--- config.mk ---
export PLATFORM = sky130hd
export DESIGN_NAME = frame_streamer
export DESIGN_NICKNAME = d
export VERILOG_FILES = /design/src/rtl/frame_streamer.sv
export SDC_FILE = /design/constraint.sdc
export NUM_CORES = 1
export LEC_CHECK = 0
export CAP_MARGIN = 20
export CORE_MARGIN = 1.5
export CORE_UTILIZATION = 40
export CTS_BUF_LIST = sky130_fd_sc_hd__clkbuf_4
export CTS_CLUSTER_DIAMETER = 50
export DETAILED_ROUTE_END_ITERATION = 10
export GPL_TIMING_DRIVEN = 0
export PLACE_DENSITY = 0.73
export SLEW_MARGIN = 20
export SYNTH_ARGS = -nofsm -noshare
export SYNTH_HDL_FRONTEND = slang
export SYNTH_SLANG_ARGS = --single-unit
--- constraint.sdc ---
create_clock -name clk -period 3.2 [get_ports clk]
set_input_delay 0.8 -clock clk [delete_from_list [all_inputs] [get_ports clk]]
set_output_delay 0.8 -clock clk [all_outputs]
set_load 0.005 [all_outputs]
--- src/rtl/frame_streamer.sv ---
// frame_streamer: reads a frame from synchronous-read memory and streams it in raster order.
// Define FRAME_STREAMER_MARKERS_EN to carry sof/eol tags alongside each pixel.
module frame_streamer #(
    parameter int DATA_WIDTH   = 8,
    parameter int IMAGE_WIDTH  = 640,
    parameter int IMAGE_HEIGHT = 480,
    parameter int ADDR_WIDTH   = 19
) (
    input  logic                  clk,
    input  logic                  rst,
    input  logic                  start,
    output logic                  busy,
    output logic                  done,
    output logic                  mem_rd_en,
    output logic [ADDR_WIDTH-1:0] mem_addr,
    input  logic [DATA_WIDTH-1:0] mem_rd_data,
    output logic                  out_valid,
    input  logic                  out_ready,
    output logic [DATA_WIDTH-1:0] pixel,
    output logic                  sof,
    output logic                  eol
);
    localparam int TOTAL = IMAGE_WIDTH * IMAGE_HEIGHT;
`ifdef FRAME_STREAMER_MARKERS_EN
    localparam int FW = DATA_WIDTH + 2;
`else
    localparam int FW = DATA_WIDTH;
`endif
    typedef enum logic [1:0] {IDLE, STREAM, DRAIN, DONE} state_t;
    state_t state;
    logic [FW-1:0] e0, e1, din;
    logic [1:0] occ;
    logic inflight, pop, push, last;
    assign out_valid = occ != 2'd0;
    assign pop = out_valid && out_ready;
    assign push = inflight;
    assign last = mem_addr == ADDR_WIDTH'(TOTAL - 1);
    // Reads in flight count against FIFO space, so the 2 entries can never overflow.
    assign mem_rd_en = state == STREAM && ({1'b0, occ} + {2'b0, inflight} - {2'b0, pop} < 3'd2);
    assign pixel = e0[DATA_WIDTH-1:0];
`ifdef FRAME_STREAMER_MARKERS_EN
    localparam int XW = $clog2(IMAGE_WIDTH + 1);
    localparam int YW = $clog2(IMAGE_HEIGHT + 1);
    logic [XW-1:0] x;
    logic [YW-1:0] y;
    logic sof_q, eol_q;
    always_ff @(posedge clk or negedge rst) begin
        if (!rst) begin
            x <= '0;
            y <= '0;
            sof_q <= 1'b0;
            eol_q <= 1'b0;
        end else begin
            sof_q <= x == '0 && y == '0;
            eol_q <= x == XW'(IMAGE_WIDTH - 1);
            if (state == IDLE && start) begin
                x <= '0;
                y <= '0;
            end else if (mem_rd_en) begin
                x <= x == XW'(IMAGE_WIDTH - 1) ? '0 : x + 1'b1;
                y <= x == XW'(IMAGE_WIDTH - 1) ? y + 1'b1 : y;
            end
        end
    end
    assign din = {sof_q, eol_q, mem_rd_data};
    assign sof = out_valid && e0[FW-1];
    assign eol = out_valid && e0[FW-2];
`else
    assign din = mem_rd_data;
    assign sof = 1'b0;
    assign eol = 1'b0;
`endif
    always_ff @(posedge clk or negedge rst) begin
        if (!rst) begin
            state <= IDLE;
            busy <= 1'b0;
            done <= 1'b0;
            mem_addr <= '0;
            inflight <= 1'b0;
            occ <= 2'd0;
            e0 <= '0;
            e1 <= '0;
        end else begin
            inflight <= mem_rd_en;
            done <= 1'b0;
            if (mem_rd_en) mem_addr <= mem_addr + 1'b1;
            case (state)
                IDLE: if (start) begin
                    state <= STREAM;
                    busy <= 1'b1;
                    mem_addr <= '0;
                end
                STREAM: if (mem_rd_en && last) state <= DRAIN;
                DRAIN: if (pop && occ == 2'd1 && !inflight) begin
                    state <= DONE;
                    busy <= 1'b0;
                    done <= 1'b1;
                end
                default: state <= IDLE;
            endcase
            occ <= occ + {1'b0, push} - {1'b0, pop};
            if (push && (occ == 2'd0 || (occ == 2'd1 && pop))) e0 <= din;
            else if (pop) e0 <= e1;
            if (push && ((occ == 2'd1 && !pop) || occ == 2'd2)) e1 <= din;
        end
    end
endmodule

---- Word level (Yosys, flattened, before mapping) ----
Index checks and enable logic that the tools add are counted.
word-level totals
  output and inout bits ................... 33
  bits of input ports ..................... 12
  logic and storage cells ................. 55
  flip-flop bits (word level) ............. 42
operators by class
  $add $sub $neg .......................... 5
  mux-type cells .......................... 14
  eq/ne operators ......................... 8
  magnitude comparators ................... 1
  reductions and logical operators ........ 19
operator list
  kind                   number
  $mux 19                3
  $add 19x1->19 const B  1
  $eq 19x19->1 const B   1
  $mux 8                 2
  $logic_and 1x1->1      8
  $mux 2                 3
  $pmux 2 s3             1
  $reduce_and 3->1       2
  $reduce_bool 2->1      3
  $eq 2x1->1 const B     2
  $eq 2x2->1 const B     2
  $logic_not 2->1        2
  $mux 1                 4
  $ne 2x2->1 const B     2
  $add 2x1->3            1
  $lt 3x2->1 const B     1
  $sub 3x1->3            1
  $add 2x1->2            1
  $logic_not 1->1        2
  $logic_or 1x1->1       2
  $ne 2x1->1 const B     1
  $pmux 1 s2             1
  $sub 2x1->2            1

---- Longest topological paths before layout ----
  depth in word-level cells ............... 8
  gate-level depth with buffers ........... 13
  depth with buffers taken out ............ 12

---- Worst setup path after synthesis ----
Ideal clock, no wire load.
  path kind ............................... register to output
  start point ............................. register occ[1]
  end point ............................... output mem_rd_en
  data required time ...................... 2.400 ns
  slack ................................... -0.153 ns
  arrival ................................. 2.553 ns
  stages on the path, launching flop included .. 11
  buffers on the path ..................... 1
  path through ............................ dfrtp_1 -> or2_2 -> clkbuf_1 -> nand2_2 -> inv_1 -> ha_1 -> inv_1 -> ha_1 -> fa_1 -> or2b_1 -> nor2_1
between the ends
  word-level cells in the longest chain between the ends .. 5
  elaborated cells between the ends (all ways) .. 6
  those cells by class .................... add/sub: 2; order compare: 1; reduce/logical: 3
RTL lines
  item                      line  RTL
  start: declaration        32    logic [1:0] occ;
  start signal: assignment  101   occ <= occ + {1'b0, push} - {1'b0, pop};
  $reduce_bool 2->1         34    assign out_valid = occ != 2'd0;
  via out_valid             17    output logic out_valid,
  $logic_and 1x1->1         35    assign pop = out_valid && out_ready;
  $sub 3x1->3               39    assign mem_rd_en = state == STREAM && ({1'b0, occ} + {2'b0, inflight} - {2'b0, pop} < 3'd2);
  $lt 3x2->1                39
  $logic_and 1x1->1         39
  end: declaration          14    output logic mem_rd_en,
The timed path passes the listed nets, and every way through them passes these cells.

---- Final worst setup path ----
  start point ............................. input out_ready
  end point ............................... output mem_rd_en
between the ends
  word-level cells in the longest chain between the ends .. 4
RTL lines
  item                line  RTL
  start: declaration  18    input logic out_ready,
  $logic_and 1x1->1   35
  $sub 3x1->3         39
  $lt 3x2->1          39
  $logic_and 1x1->1   39
Every way passes these cells.

==> results.py <==
metrics = {
    "die": {
        "core_um2": 5042,
        "dieArea_um2": 5637,
        "io_pins": 45,
        "rows": 26,
        "fp.dieW_um": 75.08,
        "die_h_um": 75.08,
        "initial_core_util": 0.4122,
    },
    "logic_synthesis": {
        "syn_inst": 194,
        "ys_ff_latch": 42,
        "syn_area_per_cell_um2": 10.71,
        "synth-xor-area-share": 0.07947,
        "synth_edf_count": 0,
        "synth-main-ff-cell": "dfrtp_1",
        "synthArstFlopShare": 1.000,
        "synth_fa_ha_area_frac": 0.05178,
        "yosys_warnings": 0,
        "seq_area_frac_synth": 0.5057,
        "synth_top_family_by_area": "simple AND/OR/NAND/NOR gates",
        "synthDistinctLibCells": 36,
        "muxShareOfSynthArea": 0.09211,
        "yosys.area_share.simple": 0.1848,
        "synth_area_um2": 2078,
        "synth_compound_area_frac": 0.05117,
    },
    "setup_path": {
        "startpoint_type": "input pin",
        "path_cells": "clkdlybuf4s15_2, nand2_4, inv_4, ha_4, inv_2, ha_4, fa_1, or2b_4, nor2_4, buf_2",
        "worst-path-max-fanout": 3,
        "max_stage_delay_ns": 0.49,
        "path_class": "in2out",
        "crit_required_ns": 2.40,
        "crit_slowest_cell": "fa_1",
        "endpoint_kind": "output pin",
        "cpMostUsedCell": "ha_4",
        "cp.arrival_ns": 2.56,
    },
    "layout": {
        "drive_gt1_frac": 0.1786,
        "fillers": 439,
        "post-route-cell-area_um2": 2790,
        "fin_util": 0.5534,
        "diodes": 0,
        "fin_nets": 271,
        "area_delta_synth_final_pct": 34.26,
    },
    "place": {
        "numPortBuffers": 42,
        "dpl_cell_area_um2": 2625,
        "hpwl_um": 2988,
        "place.gp.congestion": 0.7622,
    },
    "power_and_ir_drop": {
        "p_sw_w": 0.0007192,
        "peakVddDrop_uv": 537.9,
        "pwr-share-clk": 0.157,
        "leakage_nw": 1.283,
        "p_total_w": 0.002122,
        "p_seq_frac": 0.371,
        "powerDensity_nw_per_um2": 760.6,
        "p_sw_frac": 0.3389,
        "p_comb_frac": 0.472,
        "internal-power_w": 0.001403,
    },
    "grt": {
        "grt_usage": 0.1628,
        "grt_max_degree": 23,
        "grt-ovfl-total": 0,
        "grt_pass1_vias": 1486,
        "antenna_found_initial": 0,
        "grt_pass1_wl_um": 6913,
    },
    "outcome": {
        "violations": "setup timing",
        "status": "finished, violations left",
    },
    "job": {
        "max_cap_viol_count": 0,
    },
    "timing": {
        "rsz0062_at_grt": "yes",
        "worst_pin_slew_ns": 0.6427,
        "finalCriticalPeriod_ns": 3.363,
        "finalMaxSlewViolations": 0,
        "whs_ns": 0.4112,
        "fin_crit_sh": 1.051,
        "hold_violations": 0,
        "relSlewSlack": 0.5683,
        "setup_ws_ns": -0.1631,
        "setup_viol": 1,
        "fmaxAchievable_mhz": 297.3,
        "finClkSkew_ns": 0.01012,
    },
    "detailed_routing": {
        "drt-total-wl_um": 4219,
        "wl_per_cell_um": 13.10,
        "first_iter_violations": 95,
        "drc_errors": 0,
        "vias": 1585,
        "vias_per_cell": 4.922,
        "ant_nets": 0,
        "first_pass_iters": 4,
    },
    "cts": {
        "cts_buffers": 5,
        "clk_latency_ns": 0.35,
        "clk_path_buf_depth": 2,
        "cts_max_level": 2,
        "cts_tree": "done",
        "clkSinkCount": 42,
        "cts-root-buf": "clkbuf_4",
        "path_clk_slew_ns": 0.13,
    },
    "worst_hold_path": {
        "worstHoldPathType": "in2async",
    },
}
==> cell usage in the layout, fill, tap and decap left out, types with 2 or more instances in the layout <==
master           netlist  final
a21oi_1                4      4
and2_1                 3      3
and3_1                 5      5
and4_1                 2      2
buf_2                  1      3
buf_4                  2      9
clkbuf_1               3      2
clkbuf_4               0      5
clkdlybuf4s50_1        0     39
clkinv_2               0      2
conb_1                 1      2
dfrtp_1               42     41
ha_1                   7      5
ha_4                   0      2
inv_1                 10      8
mux2_2                 9      9
mux2i_1                9      9
nand2_1               13     13
nand3_1                8      8
nand4_1                7      7
nor2_1                20     19
nor2b_1                2      2
o21ai_0               13     13
or3_1                  2      2
xnor2_1                7      6
xor2_1                10     10
==> worst max-delay path: cells and delay by family <==
family / cells / cell delay (ns)
buffers and inverters: 4 / 0.40
and+or+nand+nor: 3 / 0.47
adders and majority gates: 3 / 0.87
==> cell usage after synthesis, drive strengths merged, types with 2 or more instances <==
cell,count,share of area
a21oi,4,0.0096
and2,3,0.0090
and3,5,0.015
and4,2,0.0084
buf,3,0.0096
clkbuf,3,0.0054
dfrtp,42,0.51
ha,7,0.042
inv,10,0.018
mux2,9,0.049
mux2i,9,0.043
nand2,14,0.026
nand3,8,0.019
nand4,7,0.021
nor2,20,0.036
nor2b,2,0.0060
nor3,2,0.0072
o21ai,15,0.038
or3,2,0.0060
xnor2,7,0.030
xor2,11,0.050
==> area by class of cell <==
cell class / count / area [µm²] / area share
flip-flops and latches: 42 / 1052 / 0.3771
multi-input cells: 137 / 1013 / 0.3632
repair buffers: 50 / 491.7 / 0.1762
well taps: 70 / 87.58 / 0.03139
clock inverters: 3 / 40.04 / 0.01435
inverters: 10 / 40.04 / 0.01435
clock buffers: 5 / 37.54 / 0.01345
plain buffers: 5 / 27.53 / 0.009865
==> layer usage <==
metal	vias to the layer above	routed length (µm)	track usage
li1	773	-	-
met3	5	131	0.03213
met4	0	53	0.04242
met1	780	1884	0.2144
met5	-	0	0
met2	27	2150	0.2753
==> sequential cells by signal, summed over array words and instances (netlist names) <==
signal    flops
busy          1
inflight      1
state         2
occ           2
pixel         8
mem_addr     19
e1            8
done          1
==> power groups by stage <==
stage	combinational, W	clock [W]	sequential (W)
finish	0.00100	0.000333	0.000788
global route	0.00110	0.000367	0.000807
CTS	0.000999	0.000346	0.000790
detailed placement	0.000835	0	0.000813
global placement	0.000809	0	0.000809
floorplan	0.000499	0	0.000799
==> per-stage QoR <==
stage               setup WS, ns  TNS (ns)  std cells
floorplan               0.009964         0        195
detailed placement        -1.129    -10.86        308
CTS                      -0.2224   -0.2325        321
global route             -0.2446    -1.014        322
global placement          -1.096    -9.931        307
finish                   -0.1631   -0.1631        322
==> timing repair <==
item	CTS	global route
setup buffers	6	1
hold buffers	0	0
setup endpoints to repair	14	8
resized for setup	16	1
pin swaps	5	2
cloned	0	0
==> worst paths after layout <==
path | endpoint | depth (start not counted) | start | slack [ns]
worst max-delay path | mem_rd_en | 10 | out_ready | -0.16
worst min register to register | e1[5] | 1 | e1[5] | 0.52
max in group asynchronous | occ[1] | 2 | rst | 2.29
worst min-delay path | mem_addr[6] | 1 | rst | 0.41
min in group clk | e1[5] | 1 | e1[5] | 0.52
worst max register to register | mem_addr[17] | 13 | occ[0] | 0.04
==> kinds of logic after synthesis <==
| logic type | after synthesis |
|---|---|
| compound gates | 20 |
| fa+ha+maj | 8 |
| mux | 18 |
| other cells | 1 |
| buf+inv | 16 |
| simple gates | 71 |
| xor+xnor | 18 |
| flops | 42 |
(Power assumes the default switching activity.)
